--- config.mk ---
export PLATFORM = sky130hd
export DESIGN_NAME = axi_mem_arbiter
export DESIGN_NICKNAME = d
export VERILOG_FILES = /design/src/rtl/axi_mem_arbiter_pkg.sv /design/src/rtl/axi_mem_arbiter_rr_arb2.sv /design/src/rtl/axi_mem_arbiter.sv
export SDC_FILE = /design/constraint.sdc
export NUM_CORES = 1
export LEC_CHECK = 0
export ABC_CLOCK_PERIOD_IN_PS = 2500
export CAP_MARGIN = 0
export CORE_AREA = 2 2 142 144
export DETAILED_ROUTE_END_ITERATION = 8
export DIE_AREA = 0 0 144 146
export PLACE_DENSITY = 0.6
export REMOVE_ABC_BUFFERS = 1
export SYNTH_ARGS = -nofsm -noshare
export SYNTH_HDL_FRONTEND = slang
export SYNTH_SLANG_ARGS = --single-unit
--- constraint.sdc ---
create_clock -name clk -period 2.5 [get_ports clk]
set_clock_uncertainty 0.1 [all_clocks]
set_input_delay 0.5 -clock clk [delete_from_list [all_inputs] [get_ports clk]]
set_output_delay 0.5 -clock clk [all_outputs]
set_load 0.05 [all_outputs]
--- src/rtl/axi_mem_arbiter_pkg.sv ---
// Shared constants and state encodings for the two-master sram arbiter.
package axi_mem_arbiter_pkg;

  localparam logic [2:0] RESP_OKAY = 3'b000;

  typedef enum logic [1:0] {
    R_IDLE = 2'd0,
    R_ADDR = 2'd1,
    R_DATA = 2'd2
  } rd_state_e;

  typedef enum logic {
    W_IDLE = 1'b0,
    W_RESP = 1'b1
  } wr_state_e;

endpackage

--- src/rtl/axi_mem_arbiter_rr_arb2.sv ---
// Two-way round-robin grant; on a tie the master that did not win last time wins.
module axi_mem_arbiter_rr_arb2 (
  input  logic       clk,
  input  logic       rst_n,
  input  logic [1:0] req,
  input  logic       upd,
  input  logic       upd_id,
  output logic       gnt_id,
  output logic       gnt_any
);

  logic last_grant;

  // Reset to 1 so that master 0 wins the first contested round.
  always_ff @(posedge clk or negedge rst_n) begin
    if (!rst_n) begin
      last_grant <= 1'b1;
    end else if (upd) begin
      last_grant <= upd_id;
    end
  end

  always_comb begin
    gnt_any = |req;
    if (req == 2'b11) begin
      gnt_id = ~last_grant;
    end else begin
      gnt_id = req[1];
    end
  end

endmodule

--- src/rtl/axi_mem_arbiter.sv ---
// Shares one AXI-lite sram slave between instruction fetch (m0, reads only)
// and the load/store unit (m1, reads and writes), one read outstanding at a time.
module axi_mem_arbiter
  import axi_mem_arbiter_pkg::*;
#(
  parameter int DATA_LEN  = 32,
  parameter int STORB_LEN = 4,
  parameter int ADDR_LEN  = 32
) (
  input  logic                 clk,
  input  logic                 rst_n,
  input  logic                 m0_arvalid,
  input  logic [ADDR_LEN-1:0]  m0_raddr,
  output logic                 m0_arready,
  output logic                 m0_rvalid,
  output logic [DATA_LEN-1:0]  m0_rdata,
  output logic [2:0]           m0_rresp,
  input  logic                 m0_rready,
  input  logic                 m1_arvalid,
  input  logic [ADDR_LEN-1:0]  m1_raddr,
  output logic                 m1_arready,
  output logic                 m1_rvalid,
  output logic [DATA_LEN-1:0]  m1_rdata,
  output logic [2:0]           m1_rresp,
  input  logic                 m1_rready,
  input  logic                 m1_awvalid,
  input  logic [ADDR_LEN-1:0]  m1_waddr,
  output logic                 m1_awready,
  input  logic                 m1_wvalid,
  input  logic [DATA_LEN-1:0]  m1_wdata,
  input  logic [STORB_LEN-1:0] m1_wstrob,
  output logic                 m1_wready,
  output logic                 m1_bvalid,
  output logic [2:0]           m1_bresp,
  input  logic                 m1_bready,
  output logic                 s_arvalid,
  output logic [ADDR_LEN-1:0]  s_raddr,
  input  logic                 s_arready,
  input  logic                 s_rvalid,
  input  logic [DATA_LEN-1:0]  s_rdata,
  input  logic [2:0]           s_rresp,
  output logic                 s_rready,
  output logic                 s_awvalid,
  output logic [ADDR_LEN-1:0]  s_waddr,
  input  logic                 s_awready,
  output logic                 s_wvalid,
  output logic [DATA_LEN-1:0]  s_wdata,
  output logic [STORB_LEN-1:0] s_wstrob,
  input  logic                 s_wready,
  input  logic                 s_bvalid,
  input  logic [2:0]           s_bresp,
  output logic                 s_bready
);

  rd_state_e             rd_state, rd_next;
  logic                  grant;
  logic [ADDR_LEN-1:0]   addr_reg;
  wr_state_e             wr_state;
  logic                  aw_done, w_done;
  logic                  m1_rd_busy, wr_pending, m1_cand;
  logic                  arb_gnt, arb_any, ar_accept, r_hs;
  logic                  aw_hs, w_hs, b_hs;

  assign m1_rd_busy = (rd_state != R_IDLE) && grant;
  // A write being offered in the same cycle also holds off an m1 read, so the
  // read can never slip ahead of a store presented alongside it.
  assign wr_pending = (wr_state != W_IDLE) | aw_done | w_done | m1_awvalid | m1_wvalid;
  assign m1_cand    = m1_arvalid & ~wr_pending;
  assign ar_accept  = (rd_state == R_IDLE) & arb_any;
  assign r_hs       = (rd_state == R_DATA) & s_rvalid & s_rready;

  axi_mem_arbiter_rr_arb2 u_rr_arb2 (
    .clk     (clk),
    .rst_n   (rst_n),
    .req     ({m1_cand, m0_arvalid}),
    .upd     (r_hs),
    .upd_id  (grant),
    .gnt_id  (arb_gnt),
    .gnt_any (arb_any)
  );

  always_ff @(posedge clk or negedge rst_n) begin
    if (!rst_n) begin
      rd_state <= R_IDLE;
      grant    <= 1'b0;
      addr_reg <= '0;
    end else begin
      rd_state <= rd_next;
      if (ar_accept) begin
        grant    <= arb_gnt;
        addr_reg <= arb_gnt ? m1_raddr : m0_raddr;
      end
    end
  end

  always_comb begin
    rd_next = rd_state;
    case (rd_state)
      R_IDLE:  if (arb_any) rd_next = R_ADDR;
      R_ADDR:  if (s_arready) rd_next = R_DATA;
      R_DATA:  if (s_rvalid && s_rready) rd_next = R_IDLE;
      default: rd_next = R_IDLE;
    endcase
  end

  always_comb begin
    m0_arready = 1'b0;
    m1_arready = 1'b0;
    s_arvalid  = 1'b0;
    s_rready   = 1'b0;
    m0_rvalid  = 1'b0;
    m0_rdata   = '0;
    m0_rresp   = RESP_OKAY;
    m1_rvalid  = 1'b0;
    m1_rdata   = '0;
    m1_rresp   = RESP_OKAY;
    case (rd_state)
      R_IDLE: begin
        m0_arready = arb_any & ~arb_gnt;
        m1_arready = arb_any & arb_gnt;
      end
      R_ADDR: s_arvalid = 1'b1;
      R_DATA: begin
        if (grant) begin
          m1_rvalid = s_rvalid;
          m1_rdata  = s_rdata;
          m1_rresp  = s_rresp;
          s_rready  = m1_rready;
        end else begin
          m0_rvalid = s_rvalid;
          m0_rdata  = s_rdata;
          m0_rresp  = s_rresp;
          s_rready  = m0_rready;
        end
      end
      default: ;
    endcase
  end

  assign s_raddr = addr_reg;

  assign s_awvalid  = m1_awvalid & ~aw_done & ~m1_rd_busy;
  assign m1_awready = s_awready & ~aw_done & ~m1_rd_busy;
  assign s_wvalid   = m1_wvalid & ~w_done & ~m1_rd_busy;
  assign m1_wready  = s_wready & ~w_done & ~m1_rd_busy;
  assign s_waddr    = m1_waddr;
  assign s_wdata    = m1_wdata;
  assign s_wstrob   = m1_wstrob;

  assign aw_hs = s_awvalid & s_awready;
  assign w_hs  = s_wvalid & s_wready;
  assign b_hs  = (wr_state == W_RESP) & s_bvalid & m1_bready;

  always_ff @(posedge clk or negedge rst_n) begin
    if (!rst_n) begin
      wr_state <= W_IDLE;
      aw_done  <= 1'b0;
      w_done   <= 1'b0;
    end else begin
      case (wr_state)
        W_IDLE: begin
          if (aw_hs) aw_done <= 1'b1;
          if (w_hs)  w_done  <= 1'b1;
          if ((aw_done | aw_hs) & (w_done | w_hs)) wr_state <= W_RESP;
        end
        W_RESP: begin
          if (b_hs) begin
            aw_done  <= 1'b0;
            w_done   <= 1'b0;
            wr_state <= W_IDLE;
          end
        end
        default: wr_state <= W_IDLE;
      endcase
    end
  end

  assign m1_bvalid = (wr_state == W_RESP) & s_bvalid;
  assign m1_bresp  = (wr_state == W_RESP) ? s_bresp : RESP_OKAY;
  assign s_bready  = (wr_state == W_RESP) & m1_bready;

endmodule

==> impl_metrics.prom, run 1 <==
# TYPE chip_impl_metric gauge
chip_impl_info{name="status",value="completed"} 1
chip_impl_metric{name="crit_cells",unit=""} 4
chip_impl_metric{name="power_switching",unit="µW"} 3200
chip_impl_metric{name="grt_use_total",unit="%"} 20.0
chip_impl_metric{name="gp_congestion",unit=""} 0.802
chip_impl_metric{name="dp.cells",unit=""} 731
chip_impl_metric{name="cp_num_buf_inv",unit=""} 2
chip_impl_metric{name="start_util",unit="%"} 15.9
chip_impl_metric{name="postRouteWirelength",unit="µm"} 21800
chip_impl_metric{name="max_slew.worst_pin.slew",unit="ps"} 929
chip_impl_metric{name="cts-buffers-inserted",unit=""} 5
chip_impl_metric{name="die_width",unit="µm"} 144
chip_impl_metric{name="share_comb_of_total_power",unit="%"} 71.0
chip_impl_metric{name="drive_above_1_share",unit="%"} 28.1
chip_impl_metric{name="layout_filler_cell_count",unit=""} 1952
chip_impl_metric{name="critical_path_peak_fanout",unit=""} 4
chip_impl_metric{name="area_share_of_the_largest_cell_type_after_synthesis",unit="%"} 30.9
chip_impl_metric{name="design.final.nets",unit=""} 660
chip_impl_metric{name="via_count",unit=""} 3383
chip_impl_metric{name="clock_power_share",unit="%"} 11.4
chip_impl_info{name="critPathKind",value="register to output port"} 1
chip_impl_metric{name="max-vdd-ir-drop",unit="V"} 0.000587
chip_impl_metric{name="post-route-drc-count",unit=""} 0
chip_impl_metric{name="synth_seq_area_share",unit="%"} 31.7
chip_impl_metric{name="timing.slew.headroom",unit="%"} 38.0
chip_impl_metric{name="worst_path_largest_cell_delay",unit="ps"} 570
chip_impl_metric{name="synthesis.instances",unit=""} 319
chip_impl_metric{name="layout.core_utilization",unit="%"} 32.1
chip_impl_metric{name="cts_hold_repair.buffers",unit=""} 0
chip_impl_metric{name="core.rowCount",unit=""} 51
chip_impl_metric{name="p_leak",unit="µW"} 0.00259
chip_impl_info{name="dominant_cells_by_area_after_synthesis",value="sky130_fd_sc_hd__dfrtp_1, sky130_fd_sc_hd__buf_4, sky130_fd_sc_hd__a221o_1, sky130_fd_sc_hd__o311a_1, sky130_fd_sc_hd__and2_1"} 1
chip_impl_metric{name="finalPower",unit="µW"} 6520
chip_impl_metric{name="stdcell_count",unit=""} 743
chip_impl_metric{name="seq_power_share",unit="%"} 17.6
chip_impl_metric{name="die_area",unit="µm²"} 21000
chip_impl_metric{name="synth.ff_latch_count",unit=""} 39
chip_impl_metric{name="power.internal",unit="µW"} 3320
chip_impl_metric{name="max-clock-path-buffers",unit=""} 2
chip_impl_metric{name="detailedRoute.firstPassIterationCount",unit=""} 4
chip_impl_info{name="crit_path_start_kind",value="register"} 1
chip_impl_metric{name="setup_viol_count_final",unit=""} 0
chip_impl_metric{name="grt_pass1_vias",unit=""} 3441
chip_impl_metric{name="htree_num_levels",unit=""} 2
chip_impl_info{name="slowest_stage",value="sky130_fd_sc_hd__or4_4"} 1
chip_impl_info{name="layout.cells.most_common_list",value="sky130_fd_sc_hd__clkdlybuf4s50_1, sky130_fd_sc_hd__buf_12, sky130_fd_sc_hd__and2_1"} 1
chip_impl_metric{name="initialDrtViolationCount",unit=""} 148
chip_impl_metric{name="global_route_wire_length_before_repair",unit="µm"} 28700
chip_impl_metric{name="die_height",unit="µm"} 146
chip_impl_metric{name="max_clock_freq",unit="MHz"} 416
chip_impl_metric{name="core_region_area",unit="µm²"} 19300
chip_impl_metric{name="fin_setup_tns",unit="ps"} 0
chip_impl_metric{name="cp_data_arrival_time",unit="ps"} 1810
chip_impl_metric{name="maxCapViolCount",unit=""} 0
chip_impl_metric{name="area_growth",unit="%"} 102
chip_impl_metric{name="netSwitchingFraction",unit="%"} 49.0
chip_impl_metric{name="synth_warnings",unit=""} 0
chip_impl_metric{name="period_needed",unit="ps"} 2410
chip_impl_metric{name="hold_viol",unit=""} 0
chip_impl_metric{name="globalRoute.totalOverflow",unit=""} 0
chip_impl_metric{name="top_ports",unit=""} 369
chip_impl_info{name="mostFrequentLayoutCell",value="sky130_fd_sc_hd__clkdlybuf4s50_1"} 1
chip_impl_metric{name="viasPerCell",unit=""} 4.55
chip_impl_metric{name="worst-r2r-cell-count",unit=""} 4
chip_impl_metric{name="synthesis.area_per_instance",unit="µm²"} 9.65
chip_impl_metric{name="finalCritPeriodShare",unit="%"} 96.3
chip_impl_metric{name="clk_transition_reported_paths",unit="ps"} 70
chip_impl_metric{name="routedWlPerCell",unit="µm"} 29.3
chip_impl_metric{name="grt_max_degree",unit=""} 40
chip_impl_metric{name="clkSinkCount",unit=""} 39
chip_impl_metric{name="yosysUniqueCellTypes",unit=""} 34
chip_impl_metric{name="insertion_delay",unit="ps"} 280
chip_impl_info{name="post-synth-top-area-cell",value="sky130_fd_sc_hd__dfrtp_1"} 1
chip_impl_metric{name="worst_hold_slack",unit="ps"} 255
chip_impl_metric{name="power.density",unit="nW/µm²"} 1050
chip_impl_info{name="crit_family",value="simple AND/OR/NAND/NOR gates"} 1
chip_impl_metric{name="grt_antenna_before_repair",unit=""} 1
chip_impl_metric{name="route.antenna.remaining_nets",unit=""} 0
chip_impl_info{name="unrepaired_setup_endpoints_after_global_routing",value="no"} 1
chip_impl_info{name="tritoncts_clock_tree",value="built"} 1
chip_impl_info{name="type_of_the_worst_min_delay_path",value="input port to async pin"} 1
chip_impl_metric{name="netlist_area",unit="µm²"} 3080
chip_impl_info{name="setup.worst_path.end_class",value="output port"} 1
chip_impl_info{name="clock-root-buffer",value="sky130_fd_sc_hd__clkbuf_16"} 1
chip_impl_metric{name="hpwlAfterDp",unit="µm"} 18700
chip_impl_metric{name="io_buffers",unit=""} 232
chip_impl_metric{name="slew_violations",unit=""} 0
chip_impl_info{name="crit_path_cell_trace",value="or4_4 > a2111oi_4 > buf_4 > buf_12"} 1
chip_impl_metric{name="worst_ep_required_time",unit="ps"} 1900
==> sequential cells by signal (all words and copies together), names as in the netlist <==
signal                count
aw_done                   1
wr_state                  1
rd_state                  2
s_raddr                  32
grant                     1
w_done                    1
u_rr_arb2.last_grant      1
==> synth_stat cells, drive strengths merged <==
master / count
buf: 79
and2: 46
dfrtp: 38
and3: 36
o311a: 33
a221o: 32
clkbuf: 23
o21ai: 4
nand2: 3
a21oi: 2
mux2: 2
nand2b: 2
nand3: 2
nand4b: 2
nor2: 2
nor2b: 2
a2111oi: 1
a21o: 1
a221oi: 1
a22o: 1
a311oi: 1
dfstp: 1
inv: 1
o31a: 1
or2: 1
or3b: 1
or4: 1
==> final cells by class <==
cell class                      count  area, µm²  share of cell area (%)
Tap cell                          265        332                    5.34
Multi-Input combinational cell    177       1410                    22.7
Sequential cell                    39        980                    15.8
Inverter                            1       3.75                  0.0604
Clock buffer                        5        125                    2.01
Timing Repair Buffer              252       3310                    53.3
Antenna cell                        1       2.50                  0.0403
Clock inverter                      3       43.8                   0.705
==> per-layer routing <==
metal | part of all wire (%) | track usage [%] | wire length (µm) | vias to the layer above
li1 | - | - | - | 1443
met1 | 27 | 15.5 | 5780 | 1540
met3 | 22 | 21.2 | 4850 | 20
met4 | 2.3 | 4.41 | 492 | 4
met2 | 48 | 33.6 | 10500 | 376
met5 | 0.54 | 4.78 | 117 | -
==> power groups by stage <==
stage | clock (µW) | combinational, µW | sequential, µW
final | 745 | 4630 | 1150
after global routing | 803 | 4820 | 1190
after CTS | 769 | 4660 | 1150
after detailed placement | 0 | 4610 | 1170
after global placement | 0 | 4560 | 1160
after floorplan | 0 | 1650 | 2000
==> through the flow <==
stage / instance area (µm²) / worst slack [ps]
after floorplan: 2380 / -868
after global placement: 6010 / -101
after detailed placement: 6010 / -109
after CTS: 6200 / 2.46
after global routing: 6210 / 7.75
final: 6210 / 93.4
==> final timing paths <==
path	startpoint	end	slack, ps
min in group clk	m1_awvalid	aw_done	470
worst min register to register	aw_done	aw_done	520
max in group asynchronous	rst_n	grant	1410
worst max-delay path	aw_done	m1_arready	90
worst min-delay path	rst_n	s_raddr[1]	260
worst max register to register	aw_done	s_raddr[26]	380
==> kinds of logic after synthesis <==
| logic type | Yosys count | share of synthesized area (%) |
|---|---|---|
| buffers and inverters | 103 | 22.7 |
| AO/OA/AOI/OAI | 77 | 25.0 |
| flip-flops | 39 | 31.7 |
| multiplexers | 2 | 0.731 |
| AND/OR/NAND/NOR | 98 | 19.8 |
==> what timing repair did <==
item | in CTS | in global routing
endpoints found under the setup margin | 2 | 4
resized for setup | 4 | 3
buffers inserted | 3 | 0
pin swaps | 2 | 1
(Power assumes the default switching activity.)
==> run 2: changes to the inputs <==
--- a/config.mk
+++ b/config.mk
@@ -12,6 +12,7 @@
 export DIE_AREA = 0 0 144 146
 export PLACE_DENSITY = 0.6
 export REMOVE_ABC_BUFFERS = 1
+export SETUP_SLACK_MARGIN = 0.15
 export SYNTH_ARGS = -nofsm -noshare
 export SYNTH_HDL_FRONTEND = slang
 export SYNTH_SLANG_ARGS = --single-unit
==> run 2 against run 1 <==
Effect of this change:
- worst setup slack lost 20 ps
- sequential power barely moved
- maximum frequency fell by 0.83%
- hold slack worse by 1.2 ps
- clock power barely moved
- register-to-register slack about the same
- non-clock buffer count grew 1
- global-route usage about the same
- design area rose by 0.30%
- die area unchanged
- power rose by 0.31%
- critical path type unchanged
==> impl_metrics.prom, run 2 (synthesized netlist as in run 1, its figures left out) <==
# TYPE chip_impl_metric gauge
chip_impl_info{name="status",value="completed"} 1
chip_impl_metric{name="hpwlAfterDp",unit="µm"} 18700
chip_impl_info{name="clock-root-buffer",value="sky130_fd_sc_hd__clkbuf_16"} 1
chip_impl_metric{name="finalCritPeriodShare",unit="%"} 97.1
chip_impl_metric{name="maxCapViolCount",unit=""} 0
chip_impl_info{name="reg2reg_from",value="wr_state"} 1
chip_impl_metric{name="r2r_setup_slack",unit="ps"} 380
chip_impl_metric{name="route.antenna.remaining_nets",unit=""} 0
chip_impl_metric{name="top_ports",unit=""} 369
chip_impl_metric{name="timing.slew.headroom",unit="%"} 38.2
chip_impl_metric{name="clk_transition_reported_paths",unit="ps"} 70
chip_impl_metric{name="design.final.nets",unit=""} 661
chip_impl_info{name="tritoncts_clock_tree",value="built"} 1
chip_impl_metric{name="postRouteWirelength",unit="µm"} 21700
chip_impl_metric{name="hold_viol",unit=""} 0
chip_impl_metric{name="stdcell_count",unit=""} 744
chip_impl_info{name="type_of_the_worst_min_delay_path",value="input port to async pin"} 1
chip_impl_metric{name="clkSinkCount",unit=""} 39
chip_impl_metric{name="max-vdd-ir-drop",unit="V"} 0.000586
chip_impl_metric{name="area_growth",unit="%"} 102
chip_impl_metric{name="seq_area",unit="µm²"} 981
chip_impl_metric{name="max_slew.worst_pin.slew",unit="ps"} 926
chip_impl_info{name="unrepaired_setup_endpoints_after_global_routing",value="yes"} 1
chip_impl_metric{name="grt_pass1_vias",unit=""} 3438
chip_impl_metric{name="via_count",unit=""} 3367
chip_impl_metric{name="start_util",unit="%"} 15.9
chip_impl_metric{name="grt_use_total",unit="%"} 20.0
chip_impl_metric{name="routedWlPerCell",unit="µm"} 29.2
chip_impl_metric{name="htree_num_levels",unit=""} 2
chip_impl_metric{name="setup_viol_count_final",unit=""} 0
chip_impl_metric{name="largest_register_ffs",unit=""} 32
chip_impl_metric{name="core_region_area",unit="µm²"} 19300
chip_impl_metric{name="die_area",unit="µm²"} 21000
chip_impl_metric{name="max_clock_freq",unit="MHz"} 412
chip_impl_metric{name="worst_ep_required_time",unit="ps"} 1900
chip_impl_metric{name="critical_path_peak_fanout",unit=""} 4
chip_impl_metric{name="core.rowCount",unit=""} 51
chip_impl_info{name="setup.worst_path.end_class",value="output port"} 1
chip_impl_metric{name="insertion_delay",unit="ps"} 280
chip_impl_metric{name="cts-buffers-inserted",unit=""} 5
chip_impl_info{name="worst_setup_sp",value="wr_state"} 1
chip_impl_metric{name="gp_congestion",unit=""} 0.802
chip_impl_metric{name="viasPerCell",unit=""} 4.53
chip_impl_info{name="worstReg2RegEnd",value="s_raddr[26]"} 1
chip_impl_metric{name="io_buffers",unit=""} 232
chip_impl_metric{name="period_needed",unit="ps"} 2430
chip_impl_metric{name="cp_data_arrival_time",unit="ps"} 1830
chip_impl_metric{name="finalPower",unit="µW"} 6540
chip_impl_metric{name="grt_max_degree",unit=""} 40
chip_impl_metric{name="global_route_wire_length_before_repair",unit="µm"} 28700
chip_impl_info{name="setup.worst_path.end",value="m1_arready"} 1
chip_impl_metric{name="worst-r2r-cell-count",unit=""} 4
chip_impl_metric{name="power.density",unit="nW/µm²"} 1050
chip_impl_metric{name="multiInputGateArea",unit="µm²"} 1420
chip_impl_metric{name="die_height",unit="µm"} 146
chip_impl_info{name="mostFrequentLayoutCell",value="sky130_fd_sc_hd__clkdlybuf4s50_1"} 1
chip_impl_metric{name="layout_filler_cell_count",unit=""} 1954
chip_impl_info{name="layout.cells.most_common_list",value="sky130_fd_sc_hd__clkdlybuf4s50_1, sky130_fd_sc_hd__buf_12, sky130_fd_sc_hd__and2_1"} 1
chip_impl_metric{name="p_leak",unit="µW"} 0.00259
chip_impl_metric{name="post-route-drc-count",unit=""} 0
chip_impl_metric{name="drive_above_1_share",unit="%"} 28.7
chip_impl_info{name="crit_path_start_kind",value="register"} 1
chip_impl_metric{name="dp.cells",unit=""} 731
chip_impl_metric{name="die_width",unit="µm"} 144
chip_impl_metric{name="globalRoute.totalOverflow",unit=""} 0
chip_impl_metric{name="detailedRoute.firstPassIterationCount",unit=""} 4
chip_impl_metric{name="grt_antenna_before_repair",unit=""} 1
chip_impl_info{name="critPathKind",value="register to output port"} 1
chip_impl_metric{name="initialDrtViolationCount",unit=""} 159
chip_impl_metric{name="max-clock-path-buffers",unit=""} 2
chip_impl_metric{name="slew_violations",unit=""} 0
[run 2: changes by cell type in the layout (fill, tap and decap cells not counted)]
cell	delta
sky130_fd_sc_hd__nor2b_4	+1
sky130_fd_sc_hd__or2_2	-1
sky130_fd_sc_hd__or2_4	+1
sky130_fd_sc_hd__dfrtp_1	-1
sky130_fd_sc_hd__dfrtp_2	+1
sky130_fd_sc_hd__buf_4	+1
sky130_fd_sc_hd__nor2b_1	-1
[run 2: report_power, final]
part	switching [µW]	internal, µW
sequential	215	936
combinational	2710	1930
clock	275	471
total	3200	3340
[run 2: how the worst min path moves through the flow]
| stage | depth (start not counted) | to | from |
|---|---|---|---|
| after floorplan | 0 | aw_done | rst_n |
| after global placement | 2 | aw_done | aw_done |
| after detailed placement | 2 | w_done | w_done |
| after CTS | 1 | s_raddr[1] | rst_n |
| after global routing | 1 | s_raddr[1] | rst_n |
| final | 1 | s_raddr[1] | rst_n |
[run 2: stage by stage]
step	setup WS, ps	util, %	area (µm²)	hold WS, ps	TNS, ps
floorplan	-868	-	2380	104	-54600
global placement	-101	31.1	6010	434	-1480
detailed placement	-109	31.1	6010	449	-2170
CTS	2.46	32.1	6200	280	0
global route	6.40	32.2	6230	318	0
finish	73.2	32.2	6230	254	0
[run 2: layout make-up]
type                       instances  share of cell area, %
sequential                        39                   15.7
timing repair buffer             253                   53.3
antenna                            1                 0.0402
inverter                           1                 0.0603
tap                              265                   5.32
clock inverter                     3                  0.703
multi-input combinational        177                   22.8
clock buffer                       5                   2.01
[run 2: per-layer routing]
| layer | up-vias | part of all wire, % | global-route usage (%) |
|---|---|---|---|
| met1 | 1528 | 26 | 15.5 |
| met3 | 20 | 22 | 21.2 |
| met2 | 373 | 49 | 33.6 |
| met5 | - | 0.54 | 4.78 |
| met4 | 4 | 2.3 | 4.41 |
| li1 | 1442 | - | - |
[run 2: worst max-delay path, stage by stage (launching register included)]
cell and delay [ps]:
sky130_fd_sc_hd__dfrtp_1 380, sky130_fd_sc_hd__or4_4 570, sky130_fd_sc_hd__a2111oi_4 240, sky130_fd_sc_hd__buf_4 210, sky130_fd_sc_hd__buf_12 140
[run 2: what timing repair did]
action,4_1_cts,5_1_grt
setup buffers,3,1
pin swaps,2,2
hold buffers,0,0
endpoints found under the setup margin,13,42
gates resized for setup,6,5
